**src/rtl/alu_deco_pipe.sv**
```systemverilog
// ALU control decoder with a valid/ready output register and a multicycle
// occupancy tracker for RV32M ops.
module alu_deco_pipe #(
    parameter int unsigned CTRL_W  = 5,
    parameter bit          EN_M    = 1'b1,
    parameter int unsigned MUL_LAT = 3,
    parameter int unsigned DIV_LAT = 32
) (
    input  logic              clk,
    input  logic              rst_n,
    input  logic              in_valid,
    output logic              in_ready,
    input  logic [1:0]        op,
    input  logic [6:0]        opcode,
    input  logic [2:0]        funct3,
    input  logic [6:0]        funct7,
    output logic              out_valid,
    input  logic              out_ready,
    output logic [CTRL_W-1:0] alu_ctrl,
    output logic              illegal,
    output logic              multicycle,
    output logic              busy,
    output logic              mc_done
);

    localparam int unsigned MaxLat = (MUL_LAT > DIV_LAT) ? MUL_LAT : DIV_LAT;
    localparam int unsigned CntW   = $clog2(MaxLat + 1);
    localparam logic [CntW-1:0] MulInit = CntW'(MUL_LAT - 1);
    localparam logic [CntW-1:0] DivInit = CntW'(DIV_LAT - 1);

    localparam logic [6:0] OpLoad   = 7'b0000011;
    localparam logic [6:0] OpStore  = 7'b0100011;
    localparam logic [6:0] OpBranch = 7'b1100011;
    localparam logic [6:0] OpImm    = 7'b0010011;
    localparam logic [6:0] OpReg    = 7'b0110011;
    localparam logic [6:0] OpJal    = 7'b1101111;
    localparam logic [6:0] OpJalr   = 7'b1100111;

    localparam logic [6:0] F7Base = 7'b0000000;
    localparam logic [6:0] F7Alt  = 7'b0100000;
    localparam logic [6:0] F7Mul  = 7'b0000001;

    localparam logic [4:0] CodeAdd  = 5'd0;
    localparam logic [4:0] CodeSub  = 5'd1;
    localparam logic [4:0] CodeAnd  = 5'd2;
    localparam logic [4:0] CodeOr   = 5'd3;
    localparam logic [4:0] CodeXor  = 5'd4;
    localparam logic [4:0] CodeSll  = 5'd5;
    localparam logic [4:0] CodeSrl  = 5'd6;
    localparam logic [4:0] CodeSra  = 5'd7;
    localparam logic [4:0] CodeBeq  = 5'd8;
    localparam logic [4:0] CodeJal  = 5'd9;
    localparam logic [4:0] CodeSlt  = 5'd10;
    localparam logic [4:0] CodeSltu = 5'd11;
    localparam logic [4:0] CodeBne  = 5'd12;
    localparam logic [4:0] CodeBlt  = 5'd13;
    localparam logic [4:0] CodeBge  = 5'd14;
    localparam logic [4:0] CodeBltu = 5'd15;
    localparam logic [4:0] CodeBgeu = 5'd16;
    localparam logic [4:0] CodeMul  = 5'd17;
    localparam logic [4:0] CodeDiv  = 5'd21;

    typedef enum logic [1:0] {StIdle, StHold, StMcWait} state_e;

    state_e          state_q;
    logic [CntW-1:0] cnt_q;
    logic            div_q;

    logic [4:0] base_code;
    logic [4:0] dec_code;
    logic       dec_ok;
    logic       dec_mc;
    logic       dec_div;

    // Shared funct3 table for the base integer ops of I-type and R-type.
    always_comb begin
        base_code = CodeAdd;
        unique case (funct3)
            3'b000: base_code = CodeAdd;
            3'b001: base_code = CodeSll;
            3'b010: base_code = CodeSlt;
            3'b011: base_code = CodeSltu;
            3'b100: base_code = CodeXor;
            3'b101: base_code = CodeSrl;
            3'b110: base_code = CodeOr;
            3'b111: base_code = CodeAnd;
            default: base_code = CodeAdd;
        endcase
    end

    // Main decode; anything not matched falls out as illegal with code 0.
    always_comb begin
        dec_code = CodeAdd;
        dec_ok   = 1'b0;
        unique case (op)
            2'b00: dec_ok = (opcode == OpLoad) || (opcode == OpStore);
            2'b01: begin
                if (opcode == OpBranch) begin
                    dec_ok = 1'b1;
                    case (funct3)
                        3'b000:  dec_code = CodeBeq;
                        3'b001:  dec_code = CodeBne;
                        3'b100:  dec_code = CodeBlt;
                        3'b101:  dec_code = CodeBge;
                        3'b110:  dec_code = CodeBltu;
                        3'b111:  dec_code = CodeBgeu;
                        default: dec_ok   = 1'b0;
                    endcase
                end
            end
            2'b10: begin
                if (opcode == OpImm) begin
                    dec_code = base_code;
                    if (funct3 == 3'b001) begin
                        dec_ok = (funct7 == F7Base);
                    end else if (funct3 == 3'b101) begin
                        dec_ok = (funct7 == F7Base) || (funct7 == F7Alt);
                        if (funct7 == F7Alt) dec_code = CodeSra;
                    end else begin
                        dec_ok = 1'b1;
                    end
                end else if (opcode == OpReg) begin
                    if (funct7 == F7Base) begin
                        dec_code = base_code;
                        dec_ok   = 1'b1;
                    end else if (funct7 == F7Alt) begin
                        if (funct3 == 3'b000) begin
                            dec_code = CodeSub;
                            dec_ok   = 1'b1;
                        end else if (funct3 == 3'b101) begin
                            dec_code = CodeSra;
                            dec_ok   = 1'b1;
                        end
                    end else if ((funct7 == F7Mul) && EN_M) begin
                        dec_code = CodeMul + {2'b00, funct3};
                        dec_ok   = 1'b1;
                    end
                end
            end
            2'b11: begin
                if (opcode == OpJal) begin
                    dec_code = CodeJal;
                    dec_ok   = 1'b1;
                end else if ((opcode == OpJalr) && (funct3 == 3'b000)) begin
                    dec_ok = 1'b1;
                end
            end
            default: dec_ok = 1'b0;
        endcase
        if (!dec_ok) dec_code = CodeAdd;
    end

    assign dec_mc  = dec_ok && (dec_code >= CodeMul);
    assign dec_div = dec_ok && (dec_code >= CodeDiv);

    // A held multicycle result blocks the same-cycle refill so occupancy starts cleanly.
    assign in_ready = (state_q == StIdle) ||
                      ((state_q == StHold) && out_ready && !multicycle);

    // Handshake FSM with registered outputs and occupancy countdown.
    always_ff @(posedge clk or negedge rst_n) begin
        if (!rst_n) begin
            state_q    <= StIdle;
            cnt_q      <= '0;
            div_q      <= 1'b0;
            out_valid  <= 1'b0;
            alu_ctrl   <= '0;
            illegal    <= 1'b0;
            multicycle <= 1'b0;
            busy       <= 1'b0;
            mc_done    <= 1'b0;
        end else begin
            mc_done <= 1'b0;
            unique case (state_q)
                StIdle: begin
                    if (in_valid) begin
                        state_q    <= StHold;
                        out_valid  <= 1'b1;
                        alu_ctrl   <= CTRL_W'(dec_code);
                        illegal    <= !dec_ok;
                        multicycle <= dec_mc;
                        div_q      <= dec_div;
                    end
                end
                StHold: begin
                    if (out_ready) begin
                        if (multicycle) begin
                            state_q   <= StMcWait;
                            out_valid <= 1'b0;
                            busy      <= 1'b1;
                            cnt_q     <= div_q ? DivInit : MulInit;
                            // A one-cycle occupancy finishes in its first cycle.
                            mc_done   <= ((div_q ? DivInit : MulInit) == '0);
                        end else if (in_valid) begin
                            alu_ctrl   <= CTRL_W'(dec_code);
                            illegal    <= !dec_ok;
                            multicycle <= dec_mc;
                            div_q      <= dec_div;
                        end else begin
                            state_q   <= StIdle;
                            out_valid <= 1'b0;
                        end
                    end
                end
                StMcWait: begin
                    if (cnt_q == '0) begin
                        state_q <= StIdle;
                        busy    <= 1'b0;
                    end else begin
                        cnt_q   <= cnt_q - CntW'(1);
                        mc_done <= (cnt_q == CntW'(1));
                    end
                end
                default: state_q <= StIdle;
            endcase
        end
    end

endmodule

```
**config.mk**
```make
export PLATFORM = sky130hd
export DESIGN_NAME = alu_deco_pipe
export DESIGN_NICKNAME = d
export VERILOG_FILES = /design/src/rtl/alu_deco_pipe.sv
export SDC_FILE = /design/constraint.sdc
export NUM_CORES = 1
export LEC_CHECK = 0
export ABC_AREA = 1
export CAP_MARGIN = 25
export CORE_MARGIN = 2
export CORE_UTILIZATION = 50
export DETAILED_ROUTE_END_ITERATION = 8
export PLACE_DENSITY = 0.76
export SYNTH_ARGS = -nofsm -noshare
export SYNTH_HDL_FRONTEND = slang
export SYNTH_SLANG_ARGS = --single-unit
```
**constraint.sdc**
```tcl
create_clock -name clk -period 3.8 [get_ports clk]
set_input_delay 0.38 -clock clk [delete_from_list [all_inputs] [get_ports clk]]
set_output_delay 0.38 -clock clk [all_outputs]
set_load 0.05 [all_outputs]
```
---- Word level (Yosys, flattened, before mapping) ----
Memory sizes are Yosys's and may differ from the RTL's.
Index checks and enable logic that the tools add are counted.
word-level totals
  register bits after elaboration ......... 19
  bits in read-only memories .............. 32
  input port bits ......................... 23
  output and inout port bits .............. 11
  logic and storage cells ................. 136
  memories ................................ 1
memories
  name              depth  bits a word  read ports  clocked after memory_dff  write ports  RTL line  RTL
  (name not given)  8      4            1           0                         0            78        unique case (funct3)
cells by class
  add/subtract/negate cells ............... 2
  $lt $le $gt $ge ......................... 2
  equal/unequal tests ..................... 27
  mux-type cells .......................... 70
  reduce and logical (&&, ||, !) cells .... 25
operators with widths
  cell                  number
  $mux W5               14
  $mux W1               33
  $pmux W5 S6           1
  $eq A7 B6 Y1 const B  3
  $eq A7 B7 Y1 const B  3
  $mux W6               3
  $reduce_and A4 Y1     4
  $pmux W5 S3           1
  $eq A3 B3 Y1 const B  4
  $logic_not A6 Y1      2
  $ne A2 B2 Y1 const B  6
  $pmux W1 S2           6
  $pmux W6 S2           1
  $ge A5 B5 Y1 const B  2
  $mux W2               5
  $pmux W5 S2           1
  $eq A7 B1 Y1 const B  1
  $eq A7 B2 Y1 const B  1
  $eq A7 B5 Y1 const B  1
  $logic_not A7 Y1      1
  $eq A2 B2 Y1 const B  3
  $eq A6 B1 Y1 const B  1
  $mux W3               2
  $pmux W2 S3           1
  other kinds (15)      26

---- Depth between registers and ports, before layout ----
  word-level depth ........................ 15
  mapped depth ............................ 16

---- Worst setup path after synthesis ----
Ideal clock, no wire load.
  kind .................................... register to output
  start ................................... reg state_q[1]
  end ..................................... out in_ready
  data arrival time ....................... 1854 ps
  slack ................................... 1566 ps
  stages on the path, launching flop included .. 6
  cell sequence ........................... dfrtp_1 > nor2_4 > inv_1 > nor2_1 > inv_1 > o21ai_0
between the ends
  longest elaborated chain between the ends .. 4
  elaborated cells on any way between the ends .. 5
ends and longest elaborated chain
  what                              RTL line  RTL
  start, declared                   65        state_e state_q;
  start signal, assigned            163       state_q <= StIdle;
  start signal, assigned            177       state_q <= StHold;
  start signal, assigned            188       state_q <= StMcWait;
  $eq A2 B1 Y1                      158       ((state_q == StHold) && out_ready && !multicycle);
  $logic_and A1 B1 Y1 (2 in a row)  158
  $logic_or A1 B1 Y1 (*)            157       assign in_ready = (state_q == StIdle) ||
  end, declared                     12        output logic in_ready,
Every way passes the cells marked *; elsewhere a longest branch is shown, timed or not.

---- Worst setup path in the final report ----
  start ................................... in out_ready
  end ..................................... out in_ready
between the ends
  longest elaborated chain between the ends .. 3
ends and longest elaborated chain
  what                              RTL line  RTL
  start, declared                   18        input logic out_ready,
  $logic_and A1 B1 Y1 (2 in a row)  158
  $logic_or A1 B1 Y1                157
Every way passes these cells.

==> metrics.md <==
| Metric | Value |
|---|---|
| Status | `completed` |
| GP Congestion | `0.846` |
| Die width | `roughly 63 µm` |
| Hold depth | `2` |
| Max_cap viols | `0` |
| Die Y | `~63 µm` |
| Slowest CP cell | `clkdlybuf4s50_1` |
| Vias in the first global route | `between 1.5k and 2k` |
| Via density | `around 5` |
| Worst setup EP type | `output pin` |
| Max Freq | `about 0.4 GHz` |
| Iter 0 DRT Violations | `99` |
| Worst-path cell chain | `clkdlybuf4s50_1 > inv_1 > nor2_1 > inv_1 > o21ai_0 > clkdlybuf4s50_1` |
| Primary FF master, synth | `dfrtp_1` |
| ANT cells | `0` |
| # rows | `21` |
| Clock Path Buffers | `2` |
| Aggregate global-route resource usage | `0.186` |
| Number of buffers created by CTS | `3` |
| Worst path max stage delay | `0.82 ns` |
| Ports | `34` |
| Hold_buf cts | `0` |
| Pwr Density | `246 nW/µm²` |
| WHS | `0.476 ns` |
| Final WL | `roughly 3.5 mm` |
| Initial Utilization | `0.519` |
| Final setup viols | `0` |
| Number of synthesized flops with an enable pin | `0` |
| Max-slew violations | `0` |
| Final Skew | `0.00199 ns` |
| Top cells by area, synth | `dfrtp_1, nand2_1, nand3_1` |
| Hold violation count in the final report | `0` |
| Mapped cell area | `1720 µm²` |
| Die area | `3920 µm²` |
| Largest net degree at the start of global routing | `20` |
| Antenna-violating nets left | `0` |
| Synth cell types | `34` |
| Syn Inst Count | `260` |
| Post-CTS Setup Bufs | `0` |
| Synth area leader | `dfrtp_1` |
| Fraction of layout cells with a size suffix above 1 | `0.132` |
| CTS HTree Levels | `1` |
| Via count | `1718` |
| Core ar. | `3310 µm²` |
| Count of non-filler cells in the finished layout | `341` |
| Worst hold path type | `flop to flop` |
| CP startpoint kind | `input pin` |
| R2R Setup Slk | `2.20 ns` |
| Initial antenna violation count | `0` |
| Pwr Total | `0.522 mW` |
| Skew-Pair Late Insertion Delay | `0.30 ns` |
| Nets | `328` |
| Setup_tns | `0 ns` |
| Post-cts resize count | `0` |
| Critical path type | `input pin to output pin` |
| Rel. slew slack | `0.458` |
| Cell with the most instances after synthesis | `nand2_1` |
| CP arrival | `approximately 2.1 ns` |
| CTS tree | `yes` |
| Synthesis-stage register bit count | `19` |
| Critical path fanouts, max | `4` |
| Top delay family on crit path | `buffers and inverters` |
| Yosys warns | `0` |
| Avg Cell Area, Syn | `approximately 6.6 µm²` |
| Worst Tran Pin Value | `~0.8 ns` |
| Synth top cells by count | `nand2_1, nor2_1, inv_1` |
| Remaining Overflow, GRT | `0` |
| DRC errors left | `0` |
| PortBufs | `33` |
| Syn_nets | `292` |
| Final min period | `2.51 ns` |
| Post-DP HPWL | `2.88 mm` |
| Ys async rst share | `1.00` |
| DP Worst Slack | `~1.3 ns` |
| Critical path buffers and inverters | `4` |
| Crit path required time | `approximately 3.4 ns` |
| Root Buffer | `clkbuf_4` |
| Sequential area share after synthesis | `0.277` |
| CP Depth | `6` |
| First-pass GRT wire length | `6.06 mm` |
| Cells after DPL | `337` |
| Leak Pwr | `1.09 nW` |
| Yosys top cell area share | `0.277` |
| Unrepaired setup endpoints after global routing | `no` |
| Worst Reg-to-Reg Cells | `10` |
| First-pass detailed-route iteration total | `4` |
| Area growth, synth to finish | `23.1%` |
| Crit share post-route | `0.660` |
| CTS Sinks | `19` |
| Clock slew at reported path FFs | `about 0.10 ns` |
| Maximum vdd drop | `100 µV` |
| Wire length per cell | `10.3 µm` |
| Setup ws final | `1.29 ns` |
through the flow:
stage	instance area (µm²)	util
detailed placement	2090	0.632
floorplan	1720	-
finish	2120	0.639
global route	2120	0.639
global placement	2090	0.632
CTS	2120	0.639
state kept, by name, summed over array words and instances (netlist names):
register / cells
div_q: 1
multicycle: 1
illegal: 1
state_q: 2
busy: 1
alu_ctrl: 5
cnt_q: 6
out_valid: 1
mc_done: 1
metal layers:
metal,global-route usage,up-vias,share of wire
li1,-,910,-
met1,0.240,762,0.48
met2,0.327,42,0.48
met3,0.0144,4,0.032
met4,0.0694,0,0.0083
met5,0,-,0
cell type report:
type                       count  area [µm²]
timing repair buffer          33         330
tap                           46        57.6
clock buffer                   4        26.3
inverter                      42         158
fill                         341        1190
multi-input combinational    197        1070
sequential                    19         475
tightest hold or removal path, delay by kind of cell (launching register included):
kind          cells  cell delay (ns)
simple gates      2             0.09
flops             1             0.35
cell families (layout without fill, tap and decap cells):
family	count (synthesis)	after routing	synth area share
AOI/OAI and AO/OA	38	38	0.147
adders and majority gates	9	9	0.0655
buffers and inverters	44	79	0.101
DFF	19	19	0.277
and+or+nand+nor	150	150	0.410
placed cells by master (no fill, tap or decap), drive strengths merged:
cell	instances
o21ai	15
o22ai	1
clkdlybuf4s50	33
nand3	28
a31oi	4
o21a	1
dfrtp	19
a21boi	1
a22oi	1
inv	42
nor3	4
nand4	4
nand2	69
ha	9
o21bai	1
clkbuf	4
nor2	44
or2	1
o211a	1
a211oi	1
o211ai	2
a22o	1
a21oi	9
final timing paths:
path,start,endpoint
min in group asynchronous,rst_n,out_valid
max,out_ready,in_ready
min reg2reg,out_valid,out_valid
max in group asynchronous,rst_n,div_q
max reg2reg,state_q[1],div_q
min,out_valid,out_valid
where the power goes:
group          switching, mW  total (mW)  internal (mW)  leakage [nW]
sequential            0.0124       0.230          0.217         0.235
clock                 0.0610       0.102         0.0409        0.0150
combinational          0.119       0.190         0.0709         0.845
total                  0.193       0.522          0.329          1.09
(Power assumes the default switching activity.)
